$ cat src/rtl/aud_pkg.sv
// Shared definitions for the audio recorder and the playback DSP.
//   ADDR_W / DATA_W   SRAM address and sample widths
//   ADDR_FIRST        first sample address of a recording
//   ADDR_LAST         last usable address; writing here ends the recording
//   aud_state_t       recorder FSM states
package aud_pkg;

    localparam int ADDR_W = 20;
    localparam int DATA_W = 16;

    localparam logic [ADDR_W-1:0] ADDR_FIRST = 20'd1;
    localparam logic [ADDR_W-1:0] ADDR_LAST  = 20'hFFFFF;

    typedef enum logic [2:0] {
        IDLE,
        WAIT_LRC,
        SKIP,
        SHIFT,
        WRITE,
        PAUSE
    } aud_state_t;

endpackage

$ cat src/rtl/aud_edge_sync.sv
// Two-flop synchronizer plus history flop with rise/fall detection.
//   i_clk   system clock
//   i_rst   synchronous active-high reset
//   i_sig   asynchronous input
//   o_rise  one-cycle pulse on a synchronized 0->1 transition
//   o_fall  one-cycle pulse on a synchronized 1->0 transition
module aud_edge_sync (
    input  logic i_clk,
    input  logic i_rst,
    input  logic i_sig,
    output logic o_rise,
    output logic o_fall
);

    logic sync_1;
    logic sync_2;
    logic hist;

    // Reset loads the live input into every stage so leaving reset
    // never produces a spurious edge.
    always_ff @(posedge i_clk) begin
        if (i_rst) begin
            sync_1 <= i_sig;
            sync_2 <= i_sig;
            hist   <= i_sig;
        end else begin
            sync_1 <= i_sig;
            sync_2 <= sync_1;
            hist   <= sync_2;
        end
    end

    assign o_rise = sync_2 & ~hist;
    assign o_fall = ~sync_2 & hist;

endmodule

$ cat src/rtl/aud_recorder.sv
// I2S left-channel recorder writing 16-bit samples to SRAM.
//   i_clk, i_rst          system clock, synchronous active-high reset
//   i_start/i_pause/i_stop recording controls (stop > pause > start)
//   i_bclk, i_adclrck     asynchronous codec clocks
//   i_adcdat              codec serial data, MSB first
//   o_address, o_data     SRAM write address/data, held between writes
//   o_we                  one-cycle write strobe per sample
//   o_end_addr            address of the last sample written
//   o_finished            one-cycle pulse when a recording ends
//
// state    | meaning
// ---------+-------------------------------------------------------
// IDLE     | not recording, waiting for i_start
// WAIT_LRC | waiting for LRC fall (start of a left frame)
// SKIP     | waiting out the I2S one-bit delay
// SHIFT    | shifting 16 left-channel bits on BCLK rises
// WRITE    | o_we high for the assembled sample
// PAUSE    | recording held, i_start resumes at the same address
module aud_recorder
    import aud_pkg::*;
(
    input  logic              i_clk,
    input  logic              i_rst,
    input  logic              i_start,
    input  logic              i_pause,
    input  logic              i_stop,
    input  logic              i_bclk,
    input  logic              i_adclrck,
    input  logic              i_adcdat,
    output logic [ADDR_W-1:0] o_address,
    output logic [DATA_W-1:0] o_data,
    output logic              o_we,
    output logic [ADDR_W-1:0] o_end_addr,
    output logic              o_finished
);

    localparam logic [3:0] BIT_LAST = 4'(DATA_W - 1);

    logic bclk_rise;
    logic unused_bclk_fall;
    logic unused_lrc_rise;
    logic lrc_fall;

    aud_edge_sync u_bclk_sync (
        .i_clk  (i_clk),
        .i_rst  (i_rst),
        .i_sig  (i_bclk),
        .o_rise (bclk_rise),
        .o_fall (unused_bclk_fall)
    );

    aud_edge_sync u_lrc_sync (
        .i_clk  (i_clk),
        .i_rst  (i_rst),
        .i_sig  (i_adclrck),
        .o_rise (unused_lrc_rise),
        .o_fall (lrc_fall)
    );

    aud_state_t        state;
    logic [ADDR_W-1:0] next_addr;
    logic [DATA_W-1:0] shift_reg;
    logic [3:0]        bit_cnt;
    logic              pause_pend;

    always_ff @(posedge i_clk) begin
        if (i_rst) begin
            state      <= IDLE;
            next_addr  <= '0;
            shift_reg  <= '0;
            bit_cnt    <= '0;
            pause_pend <= 1'b0;
            o_address  <= '0;
            o_data     <= '0;
            o_we       <= 1'b0;
            o_end_addr <= '0;
            o_finished <= 1'b0;
        end else begin
            o_we       <= 1'b0;
            o_finished <= 1'b0;

            if (i_stop && state != IDLE) begin
                state      <= IDLE;
                o_finished <= 1'b1;
                shift_reg  <= '0;
                bit_cnt    <= '0;
                pause_pend <= 1'b0;
                // A stop in WRITE lands after the strobe already went out,
                // so that sample counts as written.
                if (state == WRITE) begin
                    o_end_addr <= o_address;
                end
            end else begin
                if (i_pause && (state inside {WAIT_LRC, SKIP, SHIFT, WRITE})) begin
                    pause_pend <= 1'b1;
                end

                case (state)
                    IDLE: begin
                        if (i_start) begin
                            next_addr  <= ADDR_FIRST;
                            o_end_addr <= '0;
                            pause_pend <= 1'b0;
                            state      <= WAIT_LRC;
                        end
                    end

                    WAIT_LRC: begin
                        if (lrc_fall) begin
                            state <= SKIP;
                        end
                    end

                    SKIP: begin
                        if (bclk_rise) begin
                            bit_cnt <= '0;
                            state   <= SHIFT;
                        end
                    end

                    SHIFT: begin
                        if (bclk_rise) begin
                            shift_reg <= {shift_reg[DATA_W-2:0], i_adcdat};
                            if (bit_cnt == BIT_LAST) begin
                                o_we      <= 1'b1;
                                o_data    <= {shift_reg[DATA_W-2:0], i_adcdat};
                                o_address <= next_addr;
                                state     <= WRITE;
                            end else begin
                                bit_cnt <= bit_cnt + 4'd1;
                            end
                        end
                    end

                    WRITE: begin
                        o_end_addr <= o_address;
                        // Full takes precedence over a pending pause: resuming
                        // after the last address would otherwise wrap to 0.
                        if (o_address == ADDR_LAST) begin
                            o_finished <= 1'b1;
                            pause_pend <= 1'b0;
                            state      <= IDLE;
                        end else begin
                            next_addr <= next_addr + 20'd1;
                            if (pause_pend || i_pause) begin
                                state <= PAUSE;
                            end else begin
                                state <= WAIT_LRC;
                            end
                        end
                    end

                    PAUSE: begin
                        if (i_start && !i_pause) begin
                            pause_pend <= 1'b0;
                            state      <= WAIT_LRC;
                        end
                    end

                    default: state <= IDLE;
                endcase
            end
        end
    end

endmodule

$ cat config.mk
export PLATFORM = sky130hd
export DESIGN_NAME = aud_recorder
export DESIGN_NICKNAME = d
export VERILOG_FILES = /design/src/rtl/aud_pkg.sv /design/src/rtl/aud_edge_sync.sv /design/src/rtl/aud_recorder.sv
export SDC_FILE = /design/constraint.sdc
export NUM_CORES = 1
export LEC_CHECK = 0
export BUFFER_PORTS_ARGS = -buffer_cell sky130_fd_sc_hd__buf_2
export CAP_MARGIN = 20
export CORE_MARGIN = 10
export CORE_UTILIZATION = 55
export DETAILED_ROUTE_END_ITERATION = 7
export GPL_TIMING_DRIVEN = 0
export MAX_ROUTING_LAYER = met4
export PLACE_DENSITY_LB_ADDON = 0.12
export SLEW_MARGIN = 20
export SYNTH_ARGS = -nofsm -noshare
export SYNTH_HDL_FRONTEND = slang
export SYNTH_SLANG_ARGS = --single-unit
$ cat constraint.sdc
create_clock -name i_clk -period 4.8 [get_ports i_clk]
set_input_delay 0.24 -clock i_clk [delete_from_list [all_inputs] [get_ports i_clk]]
set_output_delay 0.24 -clock i_clk [all_outputs]
set_load 0.01 [all_outputs]
==> flow_metrics.env, run 1 <==
export IMPL_grt_pass1_wl_um=18300
export IMPL_synth_flop_cell="dfxtp_1"
export IMPL_portBuffers=65
export IMPL_gp_congestion=0.891
export IMPL_antenna_found_initial=0
export IMPL_relSlewSlack=0.389
export IMPL_dpl_instance_area_mm2=0.00483
export IMPL_syn_area_per_cell_um2=8.04
export IMPL_cts_made_buffers=9
export IMPL_status="completed"
export IMPL_place_inst=712
export IMPL_drt_wl_total_um=11300
export IMPL_switching_share=0.265
export IMPL_leakage_nw=1.85
export IMPL_grt_overflow_total=0
export IMPL_rsz0062_at_grt="false"
export IMPL_synthArstFlopShare=0
export IMPL_ant_nets=0
export IMPL_start_kind="flip-flop"
export IMPL_drt_iter0_markers=218
export IMPL_worst_endpoint_arrival_ps=2640
export IMPL_synthTopCellsByArea="dfxtp_1 (49%), nand2_1 (13%), a21oi_1 (11%), or4_1 (2.4%), o31ai_1 (2.2%)"
export IMPL_fill_cells=663
export IMPL_wire_per_inst_um=15.4
export IMPL_internal_power_mw=1.21
export IMPL_ys_types=42
export IMPL_cts_setup_buffers=0
export IMPL_tns_ps=0
export IMPL_path_cells="nand4_1 > or3_1 > nor3_2 > buf_2 > buf_2 > o31ai_1 > a21oi_1"
export IMPL_areaGrowthSynthToFinish_pct=15.5
export IMPL_grt_usage=0.193
export IMPL_synth_top_area_share=0.489
export IMPL_wl_met3_um=645
export IMPL_cts_buffer_depth=2
export IMPL_slew_viol_final=0
export IMPL_end_kind="flip-flop"
export IMPL_max_cap_violations=0
export IMPL_synth_cell_area_mm2=0.00438
export IMPL_dp_hpwl_um=8290
export IMPL_dieArea_mm2=0.0119
export IMPL_final_cells=730
export IMPL_yosys_area_top_type="dfxtp_1"
export IMPL_vias=4027
export IMPL_setup_violations=0
export IMPL_die_width_um=109
export IMPL_m1WireLength_um=4780
export IMPL_vias_per_cell=5.52
export IMPL_pwr_share_clk=0.350
export IMPL_routed_wl_met2_um=5650
export IMPL_drive_gt1_frac=0.174
export IMPL_ys_seq_elements=107
export IMPL_cts_sinks=107
export IMPL_slowest_stage="or3_1"
export IMPL_synth_commonest_cells="nand2_1 (155), dfxtp_1 (107), a21oi_1 (95), clkbuf_1 (18)"
export IMPL_worst_pin_slew_ps=909
export IMPL_largestRegisters="next_addr (20), o_address (20), o_end_addr (20)"
export IMPL_drc=0
export IMPL_nNetsFinal=633
export IMPL_cpPeakStageDelay_ps=510
export IMPL_routed_top_layer="met4"
export IMPL_irDropWorstVdd_mv=0.229
export IMPL_cts_tree="built"
export IMPL_finalPower_mw=1.64
export IMPL_grt_pass1_vias=3871
export IMPL_h_tree_depth=3
export IMPL_syn_num_nets=555
export IMPL_hp_class="in -> reg"
export IMPL_synth_edf_count=0
export IMPL_crit_fanout=10
export IMPL_combPwrFrac=0.100
export IMPL_clock_latency_ps=370
export IMPL_ys_seq_area_frac=0.489
export IMPL_num_rows=32
export IMPL_grt_max_degree=19
export IMPL_root_buffer="clkbuf_8"
export IMPL_layout_min_cycle_time_ps=2340
export IMPL_initial_utilization=0.567
export IMPL_finalHoldViolCount=0
export IMPL_p_sw_uw=435
export IMPL_chipHeight_um=109
export IMPL_synth_warnings=0
export IMPL_fin_area_mm2=0.00506
export IMPL_pwr_share_seq=0.549
export IMPL_skew_ps=10.4
export IMPL_dr_pass1_iters=4
export IMPL_antenna_cells=0
export IMPL_worstPathRequired_ps=5100
export IMPL_rrSetupSlack_ps=2460
export IMPL_synthCells=545
export IMPL_fin_crit_sh=0.488
export IMPL_clock_fmax_mhz=427
export IMPL_io_pins=66
export IMPL_synth_most_common_cell="nand2_1"
export IMPL_coreArea_mm2=0.00773
export IMPL_p_per_area_mw_per_mm2=325
export IMPL_clk_pin_slew_ps=100
export IMPL_path_class="reg -> reg"
export IMPL_crit_path_frequent_cell="buf_2"
==> power groups by stage <==
stage	clock network, mW	logic (mW)	registers [mW]
final	0.576	0.165	0.903
after global routing	0.618	0.185	0.905
after CTS	0.588	0.165	0.903
after detailed placement	0	0.163	0.924
after global placement	0	0.159	0.923
after floorplan	0	0.119	0.923
==> timing repair <==
action | in CTS | in global routing
hold endpoints to repair | 2 | 0
hold buffers | 2 | 0
resized for setup | 0 | 0
==> metrics by stage <==
stage               utilization  setup slack (ps)  hold slack [ps]
floorplan                     -              2920              268
global placement          0.625              2540              357
detailed placement        0.625              2510              361
CTS                       0.655              2500              101
global route              0.655              2230              117
finish                    0.655              2460              116
==> final cells by class <==
class                   instances  area (um2)  area share
flip-flops and latches        107        2140       0.423
plain buffers                  38         201      0.0398
inverters                       8        30.0     0.00593
repair buffers                 67         345      0.0682
well taps                     102         128      0.0252
clock inverters                 6        68.8      0.0136
clock buffers                  10         138      0.0272
multi-input cells             392        2010       0.397
==> routing by layer <==
layer	global-route usage	up-vias
met1	0.219	1882
met5	-	-
met3	0.0484	22
met4	0.0576	0
met2	0.328	92
li1	-	2031
==> worst paths after layout <==
check	startpoint	cells past startpoint	endpoint
min	i_adcdat	3	shift_reg[0]
max	o_address[6]	7	next_addr[4]
max reg2reg	o_address[6]	7	next_addr[4]
min reg2reg	u_bclk_sync.sync_1	2	u_bclk_sync.sync_2
==> layout by cell type (no fill, tap or decap), types with 9 or more instances in the layout <==
| master | count |
|---|---|
| nor2_1 | 11 |
| dfxtp_1 | 107 |
| nand3_1 | 13 |
| clkbuf_1 | 18 |
| o31ai_1 | 13 |
| o21ai_0 | 9 |
| nand4_1 | 11 |
| a21oi_1 | 95 |
| or4_1 | 14 |
| nand2_1 | 155 |
| nor3_1 | 11 |
| clkbuf_8 | 10 |
| buf_2 | 79 |
==> critical path, delay by kind of cell (launching register included) <==
family | cells | cell delay, ps
AND/OR/NAND/NOR | 3 | 1030
flip-flops | 1 | 440
buffers and inverters | 2 | 540
AO/OA/AOI/OAI | 2 | 250
==> cell families (layout without fill, tap and decap cells) <==
group	count (synthesis)	after routing	share of synthesized area
buffers and inverters	46	129	0.0528
AO/OA/AOI/OAI	131	131	0.165
multiplexers	5	5	0.0114
AND/OR/NAND/NOR	254	254	0.276
flip-flops	107	107	0.489
adder cells (fa/ha/maj)	2	2	0.00571
Power figures use the tool's default switching activity.
==> run 2: changes to the inputs <==
Settings changed: ABC_AREA set to 1.
Clock period 4.8 ns to 2.16 ns, I/O delays scaled along.
==> run 2 against run 1 <==
  * Final cell count is 12% higher
  * Sequential cell count unchanged
  * Area after synthesis rose by 2.2%
  * Via count rose by 5.6%
  * Synthesized cell count rose by 16%
  * Largest power group unchanged
  * Largest cell class unchanged
  * Design area up 2.0%
  * Power grew to 2.5 times the previous value
  * Register-to-register slack lost 2200 ps
  * Critical path depth rose by 2
  * Core utilization increased by 0.61 points
  * Maximum frequency increased by 20%
==> flow_metrics.env, run 2 <==
export IMPL_ant_nets=0
export IMPL_slowest_stage="dfxtp_1"
export IMPL_chipHeight_um=110
export IMPL_gp_congestion=0.900
export IMPL_p_per_area_mw_per_mm2=802
export IMPL_largestRegisters="next_addr (20), o_address (20), o_end_addr (20)"
export IMPL_whs_path_depth=4
export IMPL_cts_resized=0
export IMPL_ys_seq_elements=107
export IMPL_drc=0
export IMPL_synth_flop_cell="dfxtp_1"
export IMPL_antenna_cells=0
export IMPL_start_kind="flip-flop"
export IMPL_status="completed"
export IMPL_drive_gt1_frac=0.148
export IMPL_dpl_instance_area_mm2=0.00493
export IMPL_die_width_um=110
export IMPL_drt_iter0_markers=206
export IMPL_end_kind="flip-flop"
export IMPL_synth_top_area_share=0.478
export IMPL_vias=4253
export IMPL_drt_wl_total_um=11600
export IMPL_clock_latency_ps=380
export IMPL_h_tree_depth=3
export IMPL_grt_overflow_total=0
export IMPL_clk_pin_slew_ps=120
export IMPL_antenna_found_initial=0
export IMPL_synth_cell_area_mm2=0.00448
export IMPL_synth_edf_count=0
export IMPL_hp_class="in -> reg"
export IMPL_fin_area_mm2=0.00516
export IMPL_finalHoldViolCount=0
export IMPL_grt_usage=0.200
export IMPL_path_cells="inv_2 > nand2_1 > nor2_2 > nand3_1 > nand3_1 > buf_2 > nand2_1 > o21ai_0 > nor2_1"
export IMPL_syn_num_nets=641
export IMPL_layout_commonest_cell="nand2_1"
export IMPL_synth_warnings=0
export IMPL_setup_violations=0
export IMPL_syn_area_per_cell_um2=7.10
export IMPL_coreArea_mm2=0.00781
export IMPL_dr_pass1_iters=5
export IMPL_clock_fmax_mhz=512
export IMPL_cts_sinks=107
export IMPL_synth_commonest_cells="nand2_1 (162), dfxtp_1 (107), nor2_1 (97), a21oi_1 (72), o21ai_0 (57)"
export IMPL_ys_seq_area_frac=0.478
export IMPL_final_cell_mix="nand2_1 (162), dfxtp_1 (107), nor2_1 (97)"
export IMPL_tns_ps=0
export IMPL_synthTopCellsByArea="dfxtp_1 (48%), nand2_1 (14%), nor2_1 (8.1%), a21oi_1 (8.0%), o21ai_0 (6.4%)"
export IMPL_ys_types=28
export IMPL_wire_per_inst_um=14.2
export IMPL_fill_cells=699
export IMPL_cpPeakStageDelay_ps=390
export IMPL_dieArea_mm2=0.0122
export IMPL_worstPathRequired_ps=2410
export IMPL_synthArstFlopShare=0
export IMPL_root_buffer="clkbuf_8"
export IMPL_dp_hpwl_um=8850
export IMPL_vias_per_cell=5.21
export IMPL_layout_min_cycle_time_ps=1950
export IMPL_leakage_nw=2.15
export IMPL_cts_made_buffers=9
export IMPL_crit_fanout=10
export IMPL_irDropWorstVdd_mv=0.598
export IMPL_synth_most_common_cell="nand2_1"
export IMPL_fin_crit_sh=0.904
export IMPL_portBuffers=65
export IMPL_worst_pin_slew_ps=561
export IMPL_slew_viol_final=0
export IMPL_nNetsFinal=720
export IMPL_rsz0062_at_grt="false"
export IMPL_relSlewSlack=0.626
export IMPL_grt_pass1_vias=3811
export IMPL_areaGrowthSynthToFinish_pct=15.2
export IMPL_yosys_area_top_type="dfxtp_1"
export IMPL_io_pins=66
export IMPL_synthCells=631
export IMPL_whs_ps=122
export IMPL_initial_utilization=0.574
export IMPL_num_rows=32
export IMPL_skew_ps=13.1
export IMPL_final_core_util=0.661
export IMPL_grt_max_degree=22
export IMPL_grt_pass1_wl_um=18900
export IMPL_cts_buffer_depth=2
export IMPL_path_class="reg -> reg"
export IMPL_cts_tree="built"
export IMPL_max_cap_violations=0
export IMPL_ff2ff_path_depth=9
export IMPL_worst_endpoint_arrival_ps=2200
run 2: worst max-delay path: cells and delay by family (launching register included):
family          cells  cell delay [ps]
simple gates        6              970
compound gates      1               80
flops               1              390
buf+inv             2              390
run 2: report_power, final:
group	switching (mW)	total, mW	internal (mW)
Combinational	0.623	0.847	0.224
Clock	0.758	1.22	0.462
Sequential	0.0440	2.07	2.03
Total	1.42	4.14	2.71
run 2: per-stage QoR:
stage / worst slack (ps) / std cells / power, mW
final: 208 / 817 / 4.14
after global routing: 66.7 / 817 / 4.37
after CTS: 222 / 817 / 4.16
after detailed placement: 250 / 798 / 2.95
after global placement: 248 / 798 / 2.93
after floorplan: 670 / 631 / 2.73
run 2: path summary, 6_finish.rpt:
path              slack, ps                  to               start
setup / recovery        210        next_addr[1]            state[1]
hold / removal          120        shift_reg[9]               i_rst
hold reg to reg         440  u_bclk_sync.sync_2  u_bclk_sync.sync_1
setup reg to reg        210        next_addr[1]            state[1]
run 2: cell type report:
| type | instances | area [um2] | area share |
|---|---|---|---|
| flip-flops and latches | 107 | 2140 | 0.415 |
| multi-input cells | 449 | 2030 | 0.394 |
| repair buffers | 68 | 355 | 0.0689 |
| inverters | 48 | 180 | 0.0349 |
| well taps | 102 | 128 | 0.0247 |
| clock buffers | 9 | 124 | 0.0240 |
| plain buffers | 27 | 123 | 0.0238 |
| clock inverters | 7 | 75.1 | 0.0145 |
run 2: layer usage:
metal | up-vias | global-route usage | share of wire
met2 | 128 | 0.319 | 0.48
met3 | 22 | 0.0429 | 0.064
li1 | 2174 | - | -
met5 | - | - | 0
met1 | 1929 | 0.252 | 0.44
met4 | 0 | 0.0541 | 0.019
run 2: logic make-up (layout without fill, tap and decap cells):
group / count (synthesis) / in the layout / share of synthesized area
AND/OR/NAND/NOR: 303 / 303 / 0.276
AO/OA/AOI/OAI: 134 / 134 / 0.153
flip-flops: 107 / 107 / 0.478
buffers and inverters: 75 / 159 / 0.0676
XOR/XNOR: 10 / 10 / 0.0196
adder cells (fa/ha/maj): 2 / 2 / 0.00559
run 2: repair_timing:
action / 4_1_cts / 5_1_grt
endpoints found under the hold margin: 8 / 0
setup buffers: 0 / 0
hold buffers: 3 / 0
